### config.mk
export PLATFORM = sky130hd
export DESIGN_NAME = phase_shift_reg_flat
export DESIGN_NICKNAME = d
export VERILOG_FILES = /design/src/rtl/phase_pkg.sv /design/src/rtl/phase_shift_reg_if.sv /design/src/rtl/phase_edge_det.sv /design/src/rtl/phase_shift_reg.sv /design/src/flat_wrapper.sv
export SDC_FILE = /design/constraint.sdc
export NUM_CORES = 1
export LEC_CHECK = 0
export ABC_AREA = 1
export ABC_CLOCK_PERIOD_IN_PS = 3700
export CORE_ASPECT_RATIO = 1.5
export CORE_MARGIN = 10
export CORE_UTILIZATION = 59
export CTS_BUF_LIST = sky130_fd_sc_hd__clkbuf_4 sky130_fd_sc_hd__clkbuf_8
export DETAILED_ROUTE_END_ITERATION = 8
export PLACE_DENSITY = 0.91
export SETUP_SLACK_MARGIN = 0.02
export SLEW_MARGIN = 0
export SYNTH_ARGS = -nofsm -noshare
export SYNTH_HDL_FRONTEND = slang
export SYNTH_HIERARCHICAL = 1
export SYNTH_SLANG_ARGS = --single-unit
export TNS_END_PERCENT = 1
### constraint.sdc
create_clock -name clk -period 3.7 [get_ports clk]
set_clock_uncertainty 0.05 [all_clocks]
set_input_delay 1.11 -clock clk [delete_from_list [all_inputs] [get_ports clk]]
set_output_delay 1.11 -clock clk [all_outputs]
set_load 0.05 [all_outputs]
### src/rtl/phase_pkg.sv
// Shared definitions for the four-phase strobe deserialiser: FSM state type,
// default word width and phase-sequencing helpers.
package phase_pkg;

  localparam int unsigned WIDTH_DEFAULT = 8;

  typedef enum logic [2:0] {
    ST_IDLE,
    ST_PH1,
    ST_PH2,
    ST_PH3,
    ST_PH4
  } phase_state_e;

  function automatic phase_state_e next_phase(phase_state_e s);
    case (s)
      ST_PH1:  return ST_PH2;
      ST_PH2:  return ST_PH3;
      ST_PH3:  return ST_PH4;
      default: return ST_PH1;
    endcase
  endfunction

  // One-hot {p4,p3,p2,p1} strobe whose rise enters phase s.
  function automatic logic [3:0] phase_strobe(phase_state_e s);
    case (s)
      ST_PH1:  return 4'b0001;
      ST_PH2:  return 4'b0010;
      ST_PH3:  return 4'b0100;
      ST_PH4:  return 4'b1000;
      default: return 4'b0000;
    endcase
  endfunction

endpackage

### src/rtl/phase_shift_reg_if.sv
// Strobe/serial input and word handshake bundle for phase_shift_reg.
// master = upstream divider plus consumer side, slave = the deserialiser.
interface phase_shift_reg_if #(
  parameter int unsigned WIDTH = phase_pkg::WIDTH_DEFAULT
);
  logic             p1;
  logic             p2;
  logic             p3;
  logic             p4;
  logic             din;
  logic             word_ready;
  logic             word_valid;
  logic [WIDTH-1:0] word_data;
  logic             phase_err;
  logic             overrun;

  modport master (
    output p1, p2, p3, p4, din, word_ready,
    input  word_valid, word_data, phase_err, overrun
  );

  modport slave (
    input  p1, p2, p3, p4, din, word_ready,
    output word_valid, word_data, phase_err, overrun
  );
endinterface

### src/rtl/phase_edge_det.sv
// Strobe sampling flop plus rise detector. A rise is only reported once the
// strobe has been seen low after reset release, so a level held across reset is not an edge.
module phase_edge_det (
  input  logic clk,
  input  logic rst,
  input  logic strobe_i,
  output logic rise_o
);
  logic sample_q;
  logic prev_q;
  logic live_q;
  logic armed_q;

  always_ff @(posedge clk or negedge rst) begin
    if (!rst) begin
      sample_q <= 1'b0;
      prev_q   <= 1'b0;
      live_q   <= 1'b0;
      armed_q  <= 1'b0;
    end else begin
      sample_q <= strobe_i;
      prev_q   <= sample_q;
      live_q   <= 1'b1;
      // live_q marks sample_q as a real sample rather than its reset value
      if (live_q && !sample_q) armed_q <= 1'b1;
    end
  end

  assign rise_o = armed_q & sample_q & ~prev_q;
endmodule

### src/rtl/phase_shift_reg.sv
// Four-phase strobe serial-to-parallel converter with valid/ready word output.
// Build macro PHASE_ORDER_CHK_EN enables the phase-order FSM and phase_err.
module phase_shift_reg
  import phase_pkg::*;
#(
  parameter int unsigned WIDTH = WIDTH_DEFAULT
) (
  input logic              clk,
  input logic              rst,
  phase_shift_reg_if.slave bus
);
  localparam int unsigned CW = $clog2(WIDTH + 1);

  logic [3:0]       rise;
  logic             din_q;
  logic             hold_q,  hold_d;
  logic [WIDTH-1:0] shreg_q, shreg_d;
  logic [CW-1:0]    cnt_q,   cnt_d;
  logic             valid_q, valid_d;
  logic [WIDTH-1:0] data_q,  data_d;
  logic             ovr_q,   ovr_d;
  logic             latch_en;
  logic             shift_en;
  logic             complete;
  logic             accept;
`ifdef PHASE_ORDER_CHK_EN
  phase_state_e     state_q, state_d;
  logic             err_q,   err_d;
`else
  logic             unused_rise;
  assign unused_rise = rise[1] ^ rise[3];
`endif

  phase_edge_det u_det_p1 (.clk(clk), .rst(rst), .strobe_i(bus.p1), .rise_o(rise[0]));
  phase_edge_det u_det_p2 (.clk(clk), .rst(rst), .strobe_i(bus.p2), .rise_o(rise[1]));
  phase_edge_det u_det_p3 (.clk(clk), .rst(rst), .strobe_i(bus.p3), .rise_o(rise[2]));
  phase_edge_det u_det_p4 (.clk(clk), .rst(rst), .strobe_i(bus.p4), .rise_o(rise[3]));

  assign complete = (cnt_q == CW'(WIDTH));
  assign accept   = valid_q & bus.word_ready;

  always_comb begin
    hold_d   = hold_q;
    shreg_d  = shreg_q;
    cnt_d    = cnt_q;
    valid_d  = valid_q;
    data_d   = data_q;
    ovr_d    = ovr_q;
    latch_en = 1'b0;
    shift_en = 1'b0;
`ifdef PHASE_ORDER_CHK_EN
    state_d  = state_q;
    err_d    = err_q;
    if (state_q == ST_IDLE) begin
      if (rise[0]) begin
        state_d  = ST_PH1;
        latch_en = 1'b1;
      end
    end else if (rise != 4'b0000) begin
      if (rise == phase_strobe(next_phase(state_q))) begin
        state_d  = next_phase(state_q);
        latch_en = rise[0];
        shift_en = rise[2];
      end else begin
        // Illegal order: abandon the partial word, keep shift register contents
        err_d   = 1'b1;
        state_d = ST_IDLE;
        cnt_d   = '0;
        hold_d  = 1'b0;
      end
    end
`else
    latch_en = rise[0];
    shift_en = rise[2];
`endif

    if (latch_en) hold_d = din_q;
    if (shift_en) begin
      shreg_d = {shreg_q[WIDTH-2:0], hold_q};
      cnt_d   = cnt_q + CW'(1);
    end

    if (accept) valid_d = 1'b0;
    if (complete) begin
      cnt_d = '0;
      // A word finishing under an unaccepted valid is dropped
      if (!valid_q || accept) begin
        data_d  = shreg_q;
        valid_d = 1'b1;
      end else begin
        ovr_d = 1'b1;
      end
    end
  end

  always_ff @(posedge clk or negedge rst) begin
    if (!rst) begin
      din_q   <= 1'b0;
      hold_q  <= 1'b0;
      shreg_q <= '0;
      cnt_q   <= '0;
      valid_q <= 1'b0;
      data_q  <= '0;
      ovr_q   <= 1'b0;
`ifdef PHASE_ORDER_CHK_EN
      state_q <= ST_IDLE;
      err_q   <= 1'b0;
`endif
    end else begin
      din_q   <= bus.din;
      hold_q  <= hold_d;
      shreg_q <= shreg_d;
      cnt_q   <= cnt_d;
      valid_q <= valid_d;
      data_q  <= data_d;
      ovr_q   <= ovr_d;
`ifdef PHASE_ORDER_CHK_EN
      state_q <= state_d;
      err_q   <= err_d;
`endif
    end
  end

  assign bus.word_valid = valid_q;
  assign bus.word_data  = data_q;
  assign bus.overrun    = ovr_q;
`ifdef PHASE_ORDER_CHK_EN
  assign bus.phase_err  = err_q;
`else
  assign bus.phase_err  = 1'b0;
`endif
endmodule

### src/flat_wrapper.sv
// flat-port wrapper written by rule: the top's interface ports become plain ports
module phase_shift_reg_flat import phase_pkg::*;
#(
  parameter int unsigned WIDTH = WIDTH_DEFAULT
)
  (clk, rst, bus_p1, bus_p2, bus_p3, bus_p4, bus_din, bus_word_ready, bus_word_valid, bus_word_data, bus_phase_err, bus_overrun);
  phase_shift_reg_if #(.WIDTH(WIDTH)) bus_i ();
  input logic clk;
  input logic rst;
  input wire logic [$bits(bus_i.p1)-1:0] bus_p1;
  input wire logic [$bits(bus_i.p2)-1:0] bus_p2;
  input wire logic [$bits(bus_i.p3)-1:0] bus_p3;
  input wire logic [$bits(bus_i.p4)-1:0] bus_p4;
  input wire logic [$bits(bus_i.din)-1:0] bus_din;
  input wire logic [$bits(bus_i.word_ready)-1:0] bus_word_ready;
  output wire logic [$bits(bus_i.word_valid)-1:0] bus_word_valid;
  output wire logic [$bits(bus_i.word_data)-1:0] bus_word_data;
  output wire logic [$bits(bus_i.phase_err)-1:0] bus_phase_err;
  output wire logic [$bits(bus_i.overrun)-1:0] bus_overrun;
  assign bus_i.p1 = bus_p1;
  assign bus_i.p2 = bus_p2;
  assign bus_i.p3 = bus_p3;
  assign bus_i.p4 = bus_p4;
  assign bus_i.din = bus_din;
  assign bus_i.word_ready = bus_word_ready;
  assign bus_word_valid = bus_i.word_valid;
  assign bus_word_data = bus_i.word_data;
  assign bus_phase_err = bus_i.phase_err;
  assign bus_overrun = bus_i.overrun;
  phase_shift_reg #(.WIDTH(WIDTH)) u_core (.clk(clk), .rst(rst), .bus(bus_i));
endmodule
# ---- After elaboration in Yosys (flattened, before gate mapping)
# Index checks and enable logic that the tools add are counted.
dict set report totals {
  ff_bits 31
  in_bits 8
  output_inout_bits 11
}
dict set report op_classes {
  addsub 1
  eq_ne 1
  muxes 5
  bitwise_logic 8
  n_reduce_logical 9
}
# operator count
set op_table {}
lappend op_table {{4-bit 2-to-1 mux} 2}
lappend op_table {{1-bit bitwise AND} 5}
lappend op_table {{4-bit by 1-bit adder with 4-bit output, second input constant} 1}
lappend op_table {{4-bit equality test, second input constant} 1}
lappend op_table {{2-bit AND reduction} 2}
lappend op_table {{1-bit logical NOT} 3}
lappend op_table {{1-bit 2-to-1 mux} 3}
lappend op_table {{1-bit inverter} 3}
lappend op_table {{1-bit logical AND} 2}
lappend op_table {{2-bit nonzero test} 1}
lappend op_table {{1-bit logical OR} 1}

# ---- Longest topological paths before layout
dict set report depth {
  depth_word 4
  mapped_depth 8
  ltp_nobuf 7
}

# ---- By module
# The synthesis kept the hierarchy.
# mod instances cells_per_inst area_per_inst_um2 seq_area_each_um2
set by_module_without_submodules {}
lappend by_module_without_submodules {phase_shift_reg 1 108 1004.7 600.6}
lappend by_module_without_submodules {phase_edge_det 2 11 128.9 100.1}

# ---- Least setup slack after synthesis
# OpenSTA, ideal clock, no wires.
dict set report synth_timing {
  path_type {reg2out}
  startpoint {register u_core.data_q[0], in the netlist u_core/bus.word_data[0]}
  endpoint {output port bus_word_data[0]}
  arrival_time_ps 600
  t_required_ps 2540
  slack_ps 1940
  path_stages_with_launch 1
  n_path_buf 0
  path_cell_list {dfrtp_1}
}
# item line_no
set synth_lines {}
lappend synth_lines {{from (decl)} phase_shift_reg.sv:20} ;# logic [WIDTH-1:0] data_q, data_d;
lappend synth_lines {{from (signal assigned)} phase_shift_reg.sv:115} ;# data_q <= data_d;
lappend synth_lines {{to (decl)} flat_wrapper.sv:17} ;# output wire logic [$bits(bus_i.word_data)-1:0] bus_word_data;
# No word-level cell between the ends.

# ---- Worst setup path in the final report
dict set report layout_timing {
  startpoint {register u_core.data_q[1], in the netlist u_core/bus.word_data[1]}
  endpoint {output port bus_word_data[1]}
}
# No word-level cell between the ends.

==> results.txt <==
Outcome - completed
Mean post-synth cell area - 9.711 sq um
Critical Path Sink Type - output pin
H-tree Lvls - 2
Synth Instances - 130
Dominant synthesized flop cell - dfrtp_1
Crit-path cells - clkdlybuf4s50_1
Via/cell ratio - 4.994
Fraction of layout cells with a size suffix above 1 - 9.934%
PD cells - 725.4 nW/um^2
Switch Pwr - 431.7 uW
Synth area leaders - dfrtp_1 (63%), nand2_1 (15%), inv_1 (4.2%), o21ai_0 (3.2%), ha_1 (2.0%)
Critical path buffers and inverters - 1
First drt pass iteration count - 4
Hold Path Class - reg2reg
Most frequent cell after synthesis - nand2_1
GPL Wtd Cong - 0.7392
Post-CTS sizing - 0
Vias in the first global route - 933
Flop pwr share - 45.0%
DP HPWL - 1537 um
Vias - 864
Tcrit/Tclk final - 72.16%
FP Rows - 20
Die Wd - 57.77 um
Async set or reset register ratio after synthesis - 100.0%
CP max-delay cell - clkdlybuf4s50_1
Routed wire length - 2158 um
Post-layout util - 73.46%
Sw Share - 39.97%
Endpoints failing setup - 0
Fin. max-slew vios - 0
Crit-path max FO - 2
Full die area - 4428 sq um
Core ar. - 2027 sq um
Nets - 160
Setup TNS - 0 ns
Worst skew pair latency - 0.33 ns
Post-synth top area cell - dfrtp_1
Synth Net Count - 140
Final hold vios - 0
Diodes inserted - 0
Post-CTS setup buffer count - 0
# fillers - 147
Synth warnings - 6
Max Cap Viol - 0
Logic pwr share - 36.3%
Initial DRC count - 36
Top delay family on crit path - buffers and inverters
Cell area after synthesis - 1262 sq um
Critical Path Max Stage Delay - 0.81 ns
Root Driver - clkbuf_4
RSZ-0062 raised after global routing - no
Reg clk slew, reported paths - 0.10 ns
Die H - 76.66 um
Int Power - 648.4 uW
Area growth syn-to-layout - 17.94%
Max_slew headroom - 66.21%
Clock power frac - 18.7%
Port-buffer cells - 15
Distinct cell type count after synthesis - 18
Yosys reg bits - 32
Top cells by count, synth - nand2_1 (51), dfrtp_1 (32), inv_1 (14)
Antenna violations before repair - 0
CTS Buf Count - 5
Tot GR Track Use - 11.10%
Worst Max-Slew Pin Slew - 0.5053 ns
Max Clk Rate - 374.5 MHz
Max Buffers Root-to-Sink - 2
IO Count - 19
First-pass GRT wire length - 3898 um
Leak - 0.7561 nW
Drt wl/cell - 12.47 um
CTS tree - done
DRC Markers - 0
Seq/Total Area, Yosys - 63.43%
Initial core utilization - 62.28%
WS Path Type - reg2out
Post-synth EDFFs - 0
CTS Hold Bufs - 0
Crit path DAT - 1.51 ns
VDD IR-drop max - 0.4555 mV
Routed Antenna Nets - 0
Synth top area share - 63.43%
Critical Path Start Type - flip-flop
GR Overflow Total - 0
Largest net degree at the start of global routing - 33
Min Tclk post-route - 2.670 ns
Critical Path RT - 2.54 ns
Sink Count - 32
[cell usage in the layout (no fill, tap or decap)]
master	Yosys	layout
nand3_4	1	1
conb_1	3	3
clkbuf_8	0	1
ha_1	2	2
xor2_1	1	1
o21ai_0	8	8
dfrtp_1	32	32
nand3_1	2	2
o21ai_1	1	1
nor2_8	1	1
nand2_2	1	1
nor2_2	2	2
o21bai_1	1	1
clkdlybuf4s50_1	0	15
buf_4	2	1
nor2_1	6	6
clkbuf_4	0	5
nand2_1	51	51
nor2_4	1	1
inv_1	14	14
clkinv_2	0	2
[registers in the layout (all words and copies together) (netlist names)]
name and flops:
u_core/bus.overrun 1, u_core/bus.word_data 8, u_core/bus.word_valid 1, u_core/cnt_q 4
u_core/din_q 1, u_core/hold_q 1, u_core/shreg_q 8, u_core/u_det_p1/armed_q 1
u_core/u_det_p1/live_q 1, u_core/u_det_p1/prev_q 1, u_core/u_det_p1/sample_q 1, u_core/u_det_p3/armed_q 1
u_core/u_det_p3/live_q 1, u_core/u_det_p3/prev_q 1, u_core/u_det_p3/sample_q 1
[worst paths after layout]
check                                              start  slack, ns                       end  cells after the start
worst max-delay path             u_core/bus.word_data[1]       1.03          bus_word_data[1]                      1
worst min-delay path            u_core/u_det_p1/sample_q       0.36    u_core/u_det_p1/prev_q                      0
worst max register to register  u_core/u_det_p3/sample_q       2.29           u_core/cnt_q[0]                      5
worst min register to register  u_core/u_det_p1/sample_q       0.36    u_core/u_det_p1/prev_q                      0
max in group asynchronous                            rst       2.22  u_core/u_det_p3/sample_q                      2
min in group asynchronous                            rst       1.10        u_core/bus.overrun                      2
[logic make-up after synthesis]
kind of cell | Yosys count | share of synthesized area, %
and+or+nand+nor | 65 | 23.09
other | 3 | 0.8919
adders and majority gates | 2 | 1.982
AOI/OAI and AO/OA | 10 | 4.163
buffers and inverters | 17 | 5.748
DFF | 32 | 63.43
xor gates and xnor gates | 1 | 0.6939
[routing by layer]
layer | wire length [um] | global-route usage, %
met1 | 820 | 10.49
met2 | 1120 | 18.21
met3 | 154 | 4.448
met4 | 63 | 8.491
met5 | 0 | 0
[layout make-up]
| cell class | instances | area [sq um] | share of cell area, % |
|---|---|---|---|
| flip-flops and latches | 32 | 800.8 | 53.78 |
| repair buffers | 16 | 157.7 | 10.59 |
| clock buffers | 6 | 51.30 | 3.445 |
| inverters | 14 | 52.55 | 3.529 |
| multi-input cells | 81 | 389.1 | 26.13 |
| clock inverters | 2 | 10.01 | 0.6723 |
| well taps | 22 | 27.53 | 1.849 |
[through the flow]
step	power [mW]	cells	hold slack (ns)	worst slack, ns	area (sq um)
floorplan	0.7544	130	0.3237	1.940	1262
global placement	0.8630	165	0.3321	1.402	1428
detailed placement	0.8875	165	0.3412	1.390	1428
CTS	1.096	173	0.3625	0.9984	1489
global route	1.152	173	0.3843	0.9686	1489
finish	1.080	173	0.3613	1.030	1489
[power groups by stage]
stage          sequential [mW]  combinational [mW]  clock [mW]
5_1_grt                  0.498               0.427       0.227
2_1_floorplan            0.621               0.133           0
6_report                 0.486               0.392       0.202
3_5_place_dp             0.494               0.394           0
3_3_place_gp             0.486               0.377           0
4_1_cts                  0.488               0.397       0.211
No activity file was read; power rests on OpenSTA's default activity.
